<file path="src/rtl/fetch_unit.sv">
// Instruction fetch stage: drives the MOV/MOC read handshake to the RAM, tracks the PC,
// and holds each fetched word in a single-entry valid/ready slot for decode.
module fetch_unit #(
    parameter logic [31:0] RESET_PC = 32'd0,
    parameter int          TIMEOUT  = 15
) (
    input  logic        clk,
    input  logic        reset,
    output logic        MOV,
    output logic        Enable,
    output logic        ReadWrite,
    output logic [31:0] Address,
    input  logic [31:0] DataOut,
    input  logic        MOC,
    output logic [31:0] IR,
    output logic [31:0] PC_out,
    output logic        ir_valid,
    input  logic        ir_ready,
    input  logic        branch_taken,
    input  logic [31:0] branch_target,
    output logic        fetch_error
);

    localparam int                CNT_W    = $clog2(TIMEOUT + 1);
    localparam logic [CNT_W-1:0] CNT_LAST = CNT_W'(TIMEOUT - 1);

    typedef enum logic [1:0] {S_IDLE, S_REQ, S_WAIT, S_ERROR} state_t;

    state_t           state_q, state_d;
    logic [31:0]      pc_q, pc_d;
    logic [31:0]      ir_q, ir_d;
    logic [31:0]      pc_out_q, pc_out_d;
    logic             mov_q, mov_d;
    logic             valid_q, valid_d;
    logic             err_q, err_d;
    logic             discard_q, discard_d;
    logic [CNT_W-1:0] cnt_q, cnt_d;

    always_ff @(posedge clk) begin
        if (reset) begin
            state_q   <= S_IDLE;
            pc_q      <= RESET_PC;
            ir_q      <= '0;
            pc_out_q  <= '0;
            mov_q     <= 1'b0;
            valid_q   <= 1'b0;
            err_q     <= 1'b0;
            discard_q <= 1'b0;
            cnt_q     <= '0;
        end else begin
            state_q   <= state_d;
            pc_q      <= pc_d;
            ir_q      <= ir_d;
            pc_out_q  <= pc_out_d;
            mov_q     <= mov_d;
            valid_q   <= valid_d;
            err_q     <= err_d;
            discard_q <= discard_d;
            cnt_q     <= cnt_d;
        end
    end

    always_comb begin
        state_d   = state_q;
        pc_d      = pc_q;
        ir_d      = ir_q;
        pc_out_d  = pc_out_q;
        mov_d     = mov_q;
        valid_d   = valid_q;
        err_d     = err_q;
        discard_d = discard_q;
        cnt_d     = cnt_q;

        // Decode consuming the held word; a load in WAIT overrides this below.
        if (state_q != S_ERROR && valid_q && ir_ready) begin
            valid_d = 1'b0;
        end

        case (state_q)
            S_IDLE: begin
                if (discard_q && MOC) begin
                    discard_d = 1'b0;
                end
                if ((!valid_q || ir_ready) && !discard_q) begin
                    state_d = S_REQ;
                end
            end
            S_REQ: begin
                mov_d   = 1'b1;
                cnt_d   = '0;
                state_d = S_WAIT;
            end
            S_WAIT: begin
                if (MOC) begin
                    ir_d     = DataOut;
                    pc_out_d = pc_q;
                    pc_d     = pc_q + 32'd4;
                    valid_d  = 1'b1;
                    mov_d    = 1'b0;
                    state_d  = S_IDLE;
                end else begin
                    cnt_d = cnt_q + 1'b1;
                    if (cnt_q == CNT_LAST) begin
                        err_d   = 1'b1;
                        mov_d   = 1'b0;
                        state_d = S_ERROR;
                    end
                end
            end
            default: ;
        endcase

        // Redirect wins over everything; a read still outstanding must have its reply dropped.
        if (branch_taken && state_q != S_ERROR) begin
            pc_d     = branch_target & ~32'h3;
            ir_d     = ir_q;
            pc_out_d = pc_out_q;
            valid_d  = 1'b0;
            mov_d    = 1'b0;
            err_d    = err_q;
            state_d  = S_IDLE;
            if (state_q == S_WAIT && !MOC) begin
                discard_d = 1'b1;
            end
        end
    end

    assign MOV         = mov_q;
    assign Enable      = mov_q;
    assign ReadWrite   = 1'b1;
    assign Address     = pc_q;
    assign IR          = ir_q;
    assign PC_out      = pc_out_q;
    assign ir_valid    = valid_q;
    assign fetch_error = err_q;

endmodule

</file>
<file path="config.mk">
export PLATFORM = sky130hd
export DESIGN_NAME = fetch_unit
export DESIGN_NICKNAME = d
export VERILOG_FILES = /design/src/rtl/fetch_unit.sv
export SDC_FILE = /design/constraint.sdc
export NUM_CORES = 1
export LEC_CHECK = 0
export BUFFER_PORTS_ARGS = -buffer_cell sky130_fd_sc_hd__buf_2
export CORE_MARGIN = 10
export CORE_UTILIZATION = 55
export CTS_BUF_LIST = sky130_fd_sc_hd__clkbuf_8
export CTS_CLUSTER_DIAMETER = 50
export DETAILED_ROUTE_END_ITERATION = 6
export PLACE_DENSITY = 0.88
export SYNTH_ARGS = -nofsm -noshare
export SYNTH_HDL_FRONTEND = slang
export SYNTH_SLANG_ARGS = --single-unit
</file>
<file path="constraint.sdc">
create_clock -name clk -period 3.2 [get_ports clk]
set_input_delay 0 -clock clk [delete_from_list [all_inputs] [get_ports clk]]
set_output_delay 0 -clock clk [all_outputs]
set_load 0.05 [all_outputs]
</file>
# Word level (Yosys, flattened, before mapping)
# Index checks and enable logic that the tools add are counted.
# op_classes
eq_ne	7
n_bitwise	2
n_addsub	2
reduce_logical	23
muxes	19
# ops
operator	count
$mux W32	3
$add A32 B3 Y32 const B	1
$mux W1	9
$pmux W4 S2	1
$reduce_and A2 Y1	4
$logic_and A1 B1 Y1	6
$mux W2	3
$ne A2 B2 Y1 const B	3
$pmux W2 S3	1
$reduce_and A3 Y1	2
$reduce_bool A2 Y1	3
$add A4 B1 Y4 const B	1
$eq A4 B4 Y1 const B	1
$mux W4	1
$reduce_and A4 Y1	1
$logic_not A1 Y1	3
$ne A3 B3 Y1 const B	1
$reduce_bool A3 Y1	1
$eq A2 B1 Y1 const B	1
$eq A2 B2 Y1 const B	1
$logic_not A2 Y1	1
$not A1 Y1	2
$pmux W1 S2	1
$reduce_or A2 Y1	1
$logic_or A1 B1 Y1	1
# word_totals
out_inout_bits	101
word_cells	63
ff_bits	106
in_bits	69

# Depth between registers and ports, before layout
# Gate-level depths: netlist (run 1).
# logic_depth
word_depth	6
mapped_depth	8
mapped_depth_nobuf	7

# Worst setup path after synthesis (run 1)
# No wires, ideal clock.
# synth_path
kind	register to register
from	reg pc_q[5], in the netlist Address[5]
to	reg pc_q[18], in the netlist Address[18]
setup_time_ns	0.062
path_buffers	0
arrival_ns	2.054
slack_ns	1.084
path_stages_with_launch	6
path_cell_list	dfxtp_1 > nand4_2 > nor4_4 > nand3_2 > or4_1 > nand3_1
# synth_between
elab_chain_len	4
# synth_lines
item	line_no	text
start, declared	30	logic [31:0] pc_q, pc_d;
start signal, assigned	52	pc_q <= pc_d;
$add A32 B3 Y32	97	pc_d = pc_q + 32'd4;
$mux W32	94	if (MOC) begin
$mux W32	79	case (state_q)
$mux W32	114	if (branch_taken && state_q != S_ERROR) begin
# No other way between the ends. The select of a mux whose other input is x is not followed.
# A chain may end at the register's enable or synchronous reset.

# Final worst setup path (run 1)
# layout_path
from	reg state_q[0]
to	reg ir_q[18], in the netlist IR[18]
# layout_between
elab_chain_len	4
# layout_lines
item	line_no	text
start, declared	29	state_t state_q, state_d;
start signal, assigned	51	state_q <= state_d;
$ne A2 B2 Y1	114	
$logic_and A1 B1 Y1	114	
$not A1 Y1 (no line)	-	
$reduce_and A3 Y1 (no line) (*)	-	
end signal, assigned	53	ir_q <= ir_d;
end, declared	31	logic [31:0] ir_q, ir_d;
# Mark *: on every way between the ends. The rest lies on a longest branch, timed or not.

==> metrics.txt, run 1 <==
Synth cell types=between 40 and 50; die width=110 um; CTS Root Cell=clkbuf_8; aggregate routed wire length=between 15000 and 20000 um; Area growth syn-to-layout=36.9%; Hold Crit Class=primary input to flop; post-CTS setup buffers=0; layout cells sized above 1=between 20% and 30%; max-cap violations=0; register area share after synthesis=about 46%; placed insts=roughly 790; Worst-Margin Slew=roughly 1.1 ns; kind of end point of the critical path=flop; critical-path cell list=inv_1 > ha_1 > and2_1 > nand2_2 > buf_4 > nand2_1 > a21oi_1; post-synth top area cell=dfxtp_1; setup TNS=0 ns; crit-path max FO=35; routed len/inst=around 18 um; vias in the first global route=a little under 5000; crit start category=flop; Final Hold Vio Count=0; IO buf count=~160; Nets=about 830; count of final setup violators=0; max incr delay on CP=roughly 0.5 ns; Leak=roughly 0.0026 uW; top-area cell type share of the netlist area=between 40% and 50%; first-pass GRT wire length=~24000 um; Overflow after GRT=0; Worst slew margin=~27%; GRT Overall Usage=around 24%; core footprint=~7800 um2; row count=32; Reg clk slew, reported paths=~0.1 ns; Final min period=between 2 and 3 ns; length of the first detailed-routing pass in iterations=5; commonest non-fill, non-tap cells in the layout=161 x buf_2, 146 x nand2_1, 102 x dfxtp_1, 65 x a21oi_1, 62 x dlygate4sd3_1; Design Area, Final=just over 6000 um2; non-filler cells in the finished layout=approximately 870; Max Clk Rate=397 MHz; Synth area leaders=dfxtp_1 46%, nand2_1 12%, a21oi_1 7.3%; Cell Area, Placed=5260 um2; die area=between 10000 and 15000 um2; Crit Path Class=flop to flop; DP HPWL=just under 10000 um; Vias/cell=roughly 5.6; clk_lat worst skew=0.36 ns; #FFs+latches synth=slightly above 100; Crit path buffers/inverters=2; clk sinks=about 100; Die Y-Extent=110 um; crit path DAT=around 2.8 ns; Top Family by Delay on Critical Path=simple AND/OR/NAND/NOR gates; num ports=170; DRT iter0 DRCs=290; final setup skew=roughly 0.014 ns; fillcell total=553; most common cell after layout, fill and taps aside=buf_2; Critical Path RT=between 3 and 4 ns; Vias=roughly 4900; fin. max-slew vios=0; Crit-path slowest cell=nand2_2; Antenna Nets Post-Route=0; Initial Utilization=a little under three fifths; H-tree level count=3; CTS tree=built; RSZ-0062 raised after global routing=false; DR DRC count=0; power density cells=423 nW/um2; maximum clock insertion buffer count=2; Post-Syn Area per Cell=around 8 um2; Mapped Cells=between 500 and 600; fin crit share=about four fifths; pin count of the biggest net entering global routing=109; status=finished clean; CTS Buf Count=9; initial antenna violation count=1; routability congestion estimate=approximately 0.85; Netlist Area Pre-Place=4460 um2; maximum vdd drop=~220 uV; Synth Warn #=0
==> through the flow <==
step | utilization, % | setup WS (ns) | total power, uW | hold WS, ns
6_report | 78.1 | 0.679 | 2580 | 0.0435
5_1_grt | 78.1 | 0.456 | 2660 | 0.0607
4_1_cts | 78.0 | 0.756 | 2580 | 0.0186
3_5_place_dp | 67.4 | 0.783 | 1670 | 0.246
3_3_place_gp | 67.4 | 0.840 | 1660 | 0.240
2_1_floorplan | - | 1.08 | 1570 | 0.136
==> logic make-up (layout without fill, tap and decap cells) <==
kind of cell,Yosys count,in the layout,share of synthesized area (%)
AOI/OAI and AO/OA,111,111,15.0
and+or+nand+nor,265,265,27.8
adders and majority gates,7,7,1.96
other,2,8,0.168
xor gates and xnor gates,17,17,3.34
muxes,3,3,0.702
buffers and inverters,52,251,5.22
DFF,102,102,45.8
==> synthesized netlist by cell type, drive strengths merged <==
cell type  count
a21oi         65
a22oi          3
o32a           1
nor2          45
nand2b         2
buf           12
xnor2         11
inv            8
a211oi        21
or2            1
a2111oi        1
o21bai         1
a311oi         8
nand4         13
ha             7
nor4           7
nor3           7
and3           7
a31oi          2
dfxtp        102
xor2           6
nand2        147
and4           6
conb           2
nor3b          1
and2           3
nand3         12
nand3b         1
a21o           1
o211ai         2
mux2           1
nand4b         3
nor2b          3
or4            3
mux2i          2
o21ai          6
clkbuf        32
or3            4
==> flip-flops by register name (all words and copies together), names as in the netlist <==
signal	cells
Address	30
fetch_error	1
discard_q	1
cnt_q	4
PC_out	30
state_q	2
IR	32
ir_valid	1
Enable	1
==> routing by layer <==
metal	GRT usage (%)	vias up	share of wire, %
met1	27.0	2252	37
met5	0	-	0
li1	-	2304	-
met4	12.1	0	3.3
met2	42.5	250	51
met3	5.92	48	9.2
==> layout make-up <==
class / instances / area (um2) / area share (%)
Clock buffer: 9 / 124 / 2.03
Sequential cell: 102 / 2040 / 33.5
Timing Repair Buffer: 228 / 1480 / 24.2
Clock inverter: 6 / 86.3 / 1.42
Antenna cell: 3 / 7.51 / 0.123
Tap cell: 102 / 128 / 2.09
Multi-Input combinational cell: 408 / 2210 / 36.2
Inverter: 8 / 30.0 / 0.492
==> worst paths after layout <==
path | startpoint | to | slack, ns | depth (start not counted)
min reg2reg | PC_out[22]$_SDFFE_PP0P_ | PC_out[22]$_SDFFE_PP0P_ | 0.46 | 2
min | ir_ready | ir_valid$_SDFF_PP0_ | 0.04 | 4
max | state_q[0]$_SDFFE_PP0P_ | IR[18]$_SDFFE_PP0P_ | 0.68 | 7
max reg2reg | state_q[0]$_SDFFE_PP0P_ | IR[18]$_SDFFE_PP0P_ | 0.68 | 7
==> tightest hold or removal path, delay by kind of cell <==
family	cells	cell delay (ns)
AO/OA/AOI/OAI	2	0.23
buffers and inverters	2	0.12
==> power by group <==
part	switching [uW]	total [uW]	internal, uW
clock	434	871	437
combinational	221	359	138
sequential	53.4	1350	1300
==> repair_timing <==
item	4_1_cts	5_1_grt
endpoints found under the setup margin	0	0
hold buffers	62	0
resized for setup	0	0
endpoints found under the hold margin	62	0
Power figures use the tool's default switching activity.
==> run 2, diff against run 1 <==
ABC_AREA = 1   (was unset)
CORE_UTILIZATION = 47   (was 55)
PLACE_DENSITY = 0.79   (was 0.88)
clock period = 2.12 ns   (was 3.2 ns; I/O delays follow)
==> run 2 against run 1 <==
  * Largest power group unchanged
  * Sequential share of layout area fell by 1.6 points
  * Sequential cell count did not move
  * Highest routed layer unchanged
  * Critical path depth rose by 3
  * Sequential power rose by 52%
  * Area after synthesis rose by 8.5%
==> metrics.txt, run 2 <==
max-cap violations=0 (unchanged); Vias/cell=4.94 (-12%); routed len/inst=14.8 um (-17%); post-CTS setup buffers=0 (unchanged); Synth Area in Simple Gates=32.4% (+4.6 points); top layer in use=met4; Vias=5193 (+7.0%); DP HPWL=10600 um (+8.6%); main combinational cell family by area after synthesis=simple AND/OR/NAND/NOR gates; Register-to-Register Setup Slack=0.26 ns (-0.42 ns); fin. max-slew vios=0 (unchanged); Critical Path RT=2.43 ns (-1.05 ns); Register Area=2040 um2 (+0.12%); EDFF count, synth=0 (unchanged); Register-to-Register Path Depth=10 (+3); CTS Buf Count=9 (unchanged); Area growth syn-to-layout=32.7%; aggregate routed wire length=15500 um (+1.2%); Crit Path Class=flop to flop; Synth cell types=37 (-23%); fillcell total=913 (+65%); die area=14700 um2 (+22%); #FFs+latches synth=102 (unchanged); Worst-Margin Slew=0.606 ns (-0.488 ns); total design power=4020 uW (+56%); Final Hold Vio Count=0 (unchanged); core footprint=9910 um2 (+27%); maximum clock insertion buffer count=2 (unchanged); Primary FF master, synth=dfxtp_1; num ports=170 (unchanged); post-synth top area cell=dfxtp_1; DRT iter0 DRCs=457 (+58%); Synth area leaders=dfxtp_1 42%, nor2_1 12%, nand2_1 12%; DRT met1 WL=6750 um (+20%); die width=121 um (+10%); clk sinks=102 (unchanged); crit path DAT=2.17 ns (-0.63 ns); commonest non-fill, non-tap cells in the layout=162 x buf_2, 157 x nor2_1, 150 x nand2_1, 100 x dfxtp_1; maximum vdd drop=406 uV (+82%); Die Y-Extent=121 um (+10%); count of final setup violators=0 (unchanged); kind of end point of the critical path=flop; Crit-path slowest cell=inv_6; xor/xnor share of the synthesized area=0.543% (-2.8 points); Max Clk Rate=539 MHz (+36%); top-area cell type share of the netlist area=42.2% (-3.6 points); Post-Syn Area per Cell=6.77 um2 (-15%); Hold EP=Address[13]$_SDFFE_PP0P_; Leak=0.00304 uW (+18%); Nets=988 (+19%); register area share after synthesis=42.2% (-3.6 points); FFs w/ async S/R, synth=0% (unchanged); CTS Root Cell=clkbuf_8; H-tree level count=3 (unchanged); RSZ-0062 raised after global routing=false; top-count cell post-synth=nor2_1; final hold slack=0.0122 ns (-0.0313 ns); power density cells=626 nW/um2 (+48%); routability congestion estimate=0.854 (+0.27%); vias in the first global route=4949 (+1.8%); Antenna Nets Post-Route=0 (unchanged); Crit path buffers/inverters=3 (+1); Initial Utilization=48.8% (-8.3 points); initial antenna violation count=1 (unchanged); clk_lat worst skew=0.37 ns (about the same); Synth top cells by count=158 x nor2_1, 150 x nand2_1, 102 x dfxtp_1; Overflow after GRT=0 (unchanged); Reg clk slew, reported paths=0.10 ns (about the same); Netlist Area Pre-Place=4840 um2 (+8.5%); Top Family by Delay on Critical Path=buffers and inverters; pin count of the biggest net entering global routing=83 (-24%); Hold Crit Class=primary input to flop; first-pass GRT wire length=24900 um (+4.7%); layout cells sized above 1=23.4% (-2.0 points); fin util=64.8% (-13 points); r2r startpoint=state_q[0]$_SDFFE_PP0P_; footprint of the multi-input gates=2360 um2 (+6.9%); length of the first detailed-routing pass in iterations=5 (unchanged); Post-Synth Adder-Cell Area=1.81% (-0.15 points); hold_sp=branch_target[13]; GRT Overall Usage=20.6% (-3.7 points); fin crit share=87.5% (+8.8 points); max incr delay on CP=0.44 ns (-0.07 ns); post-synthesis mux area share=0% (-0.70 points); WL met3=1010 um (-29%); length of routed met2 wiring=7380 um (-5.4%); Largest register FFs=32 (unchanged); Worst slew margin=59.6% (+32 points); final setup skew=0.00743 ns (-0.00668 ns); crit start category=flop; status=finished clean; crit-path max FO=82 (+130%); setup TNS=0 ns (unchanged); Worst R2R End=Address[21]$_SDFFE_PP0P_; Mapped Cells=714 (+28%); DR DRC count=0 (unchanged); CTS tree=built; row count=36 (+13%); hold path cells=4 (unchanged); IO buf count=162 (unchanged); critical-path cell list=inv_1 > ha_1 > nand2_1 > clkinv_2 > nand2_4 > inv_6 > nand2_1 > a21oi_1 > nor2_1 > nor2_1; Synth Warn #=0 (unchanged); most common cell after layout, fill and taps aside=buf_2; Final min period=1.86 ns (-0.665 ns); Compound-Gate Fraction of Synth Area=13.6% (-1.4 points)
run 2: logic make-up after synthesis:
logic type	Yosys count
fa+ha+maj	7
buf+inv	101
simple gates	377
other cells	2
flops	102
compound gates	122
xor+xnor	3
run 2: where the power goes:
| part | internal (uW) | total (uW) | switching, uW |
|---|---|---|---|
| sequential | 1980 | 2050 | 67.6 |
| combinational | 253 | 764 | 511 |
| clock | 457 | 1200 | 745 |
run 2: area by class of cell:
type | count | share of cell area, %
multi-input combinational | 514 | 36.7
sequential | 102 | 31.9
timing repair buffer | 221 | 22.0
inverter | 64 | 3.84
tap | 133 | 2.59
clock buffer | 9 | 1.93
clock inverter | 7 | 0.975
antenna | 1 | 0.0390
run 2: timing repair:
| item | in CTS | in global routing |
|---|---|---|
| hold buffers | 50 | 0 |
| gates resized for setup | 0 | 7 |
| endpoints found under the setup margin | 0 | 8 |
| hold endpoints to repair | 49 | 0 |
run 2: metrics by stage:
stage / setup WS (ns) / instance area [um2] / cells
global placement: 0.220 / 5710 / 984
global route: 0.0856 / 6420 / 1051
detailed placement: 0.144 / 5710 / 984
finish: 0.264 / 6420 / 1051
CTS: 0.0297 / 6400 / 1050
floorplan: 0.275 / 4850 / 717
run 2: worst min-delay path, stage by stage:
cell,delay (ns)
buf_2,0.07
nand2_1,0.04
a21boi_0,0.11
a21oi_1,0.12
run 2: how the worst max path moves through the flow:
stage                                     endpoint                     from  depth (start not counted)  slack [ns]
after global routing      Address[21]$_SDFFE_PP0P_  state_q[0]$_SDFFE_PP0P_                         10        0.09
after detailed placement  Address[21]$_SDFFE_PP0P_  state_q[0]$_SDFFE_PP0P_                         10        0.14
after CTS                      ir_valid$_SDFF_PP0_  state_q[1]$_SDFFE_PP0P_                         10        0.03
after floorplan           Address[20]$_SDFFE_PP0P_  Address[3]$_SDFFE_PP0P_                         10        0.27
after global placement    Address[30]$_SDFFE_PP0P_  state_q[0]$_SDFFE_PP0P_                         10        0.22
final                     Address[21]$_SDFFE_PP0P_  state_q[0]$_SDFFE_PP0P_                         10        0.26
run 2: per-layer routing:
metal	vias up	track usage, %
li1	2663	-
met1	2315	25.1
met2	184	34.5
met3	31	4.84
met4	0	7.45
met5	-	0
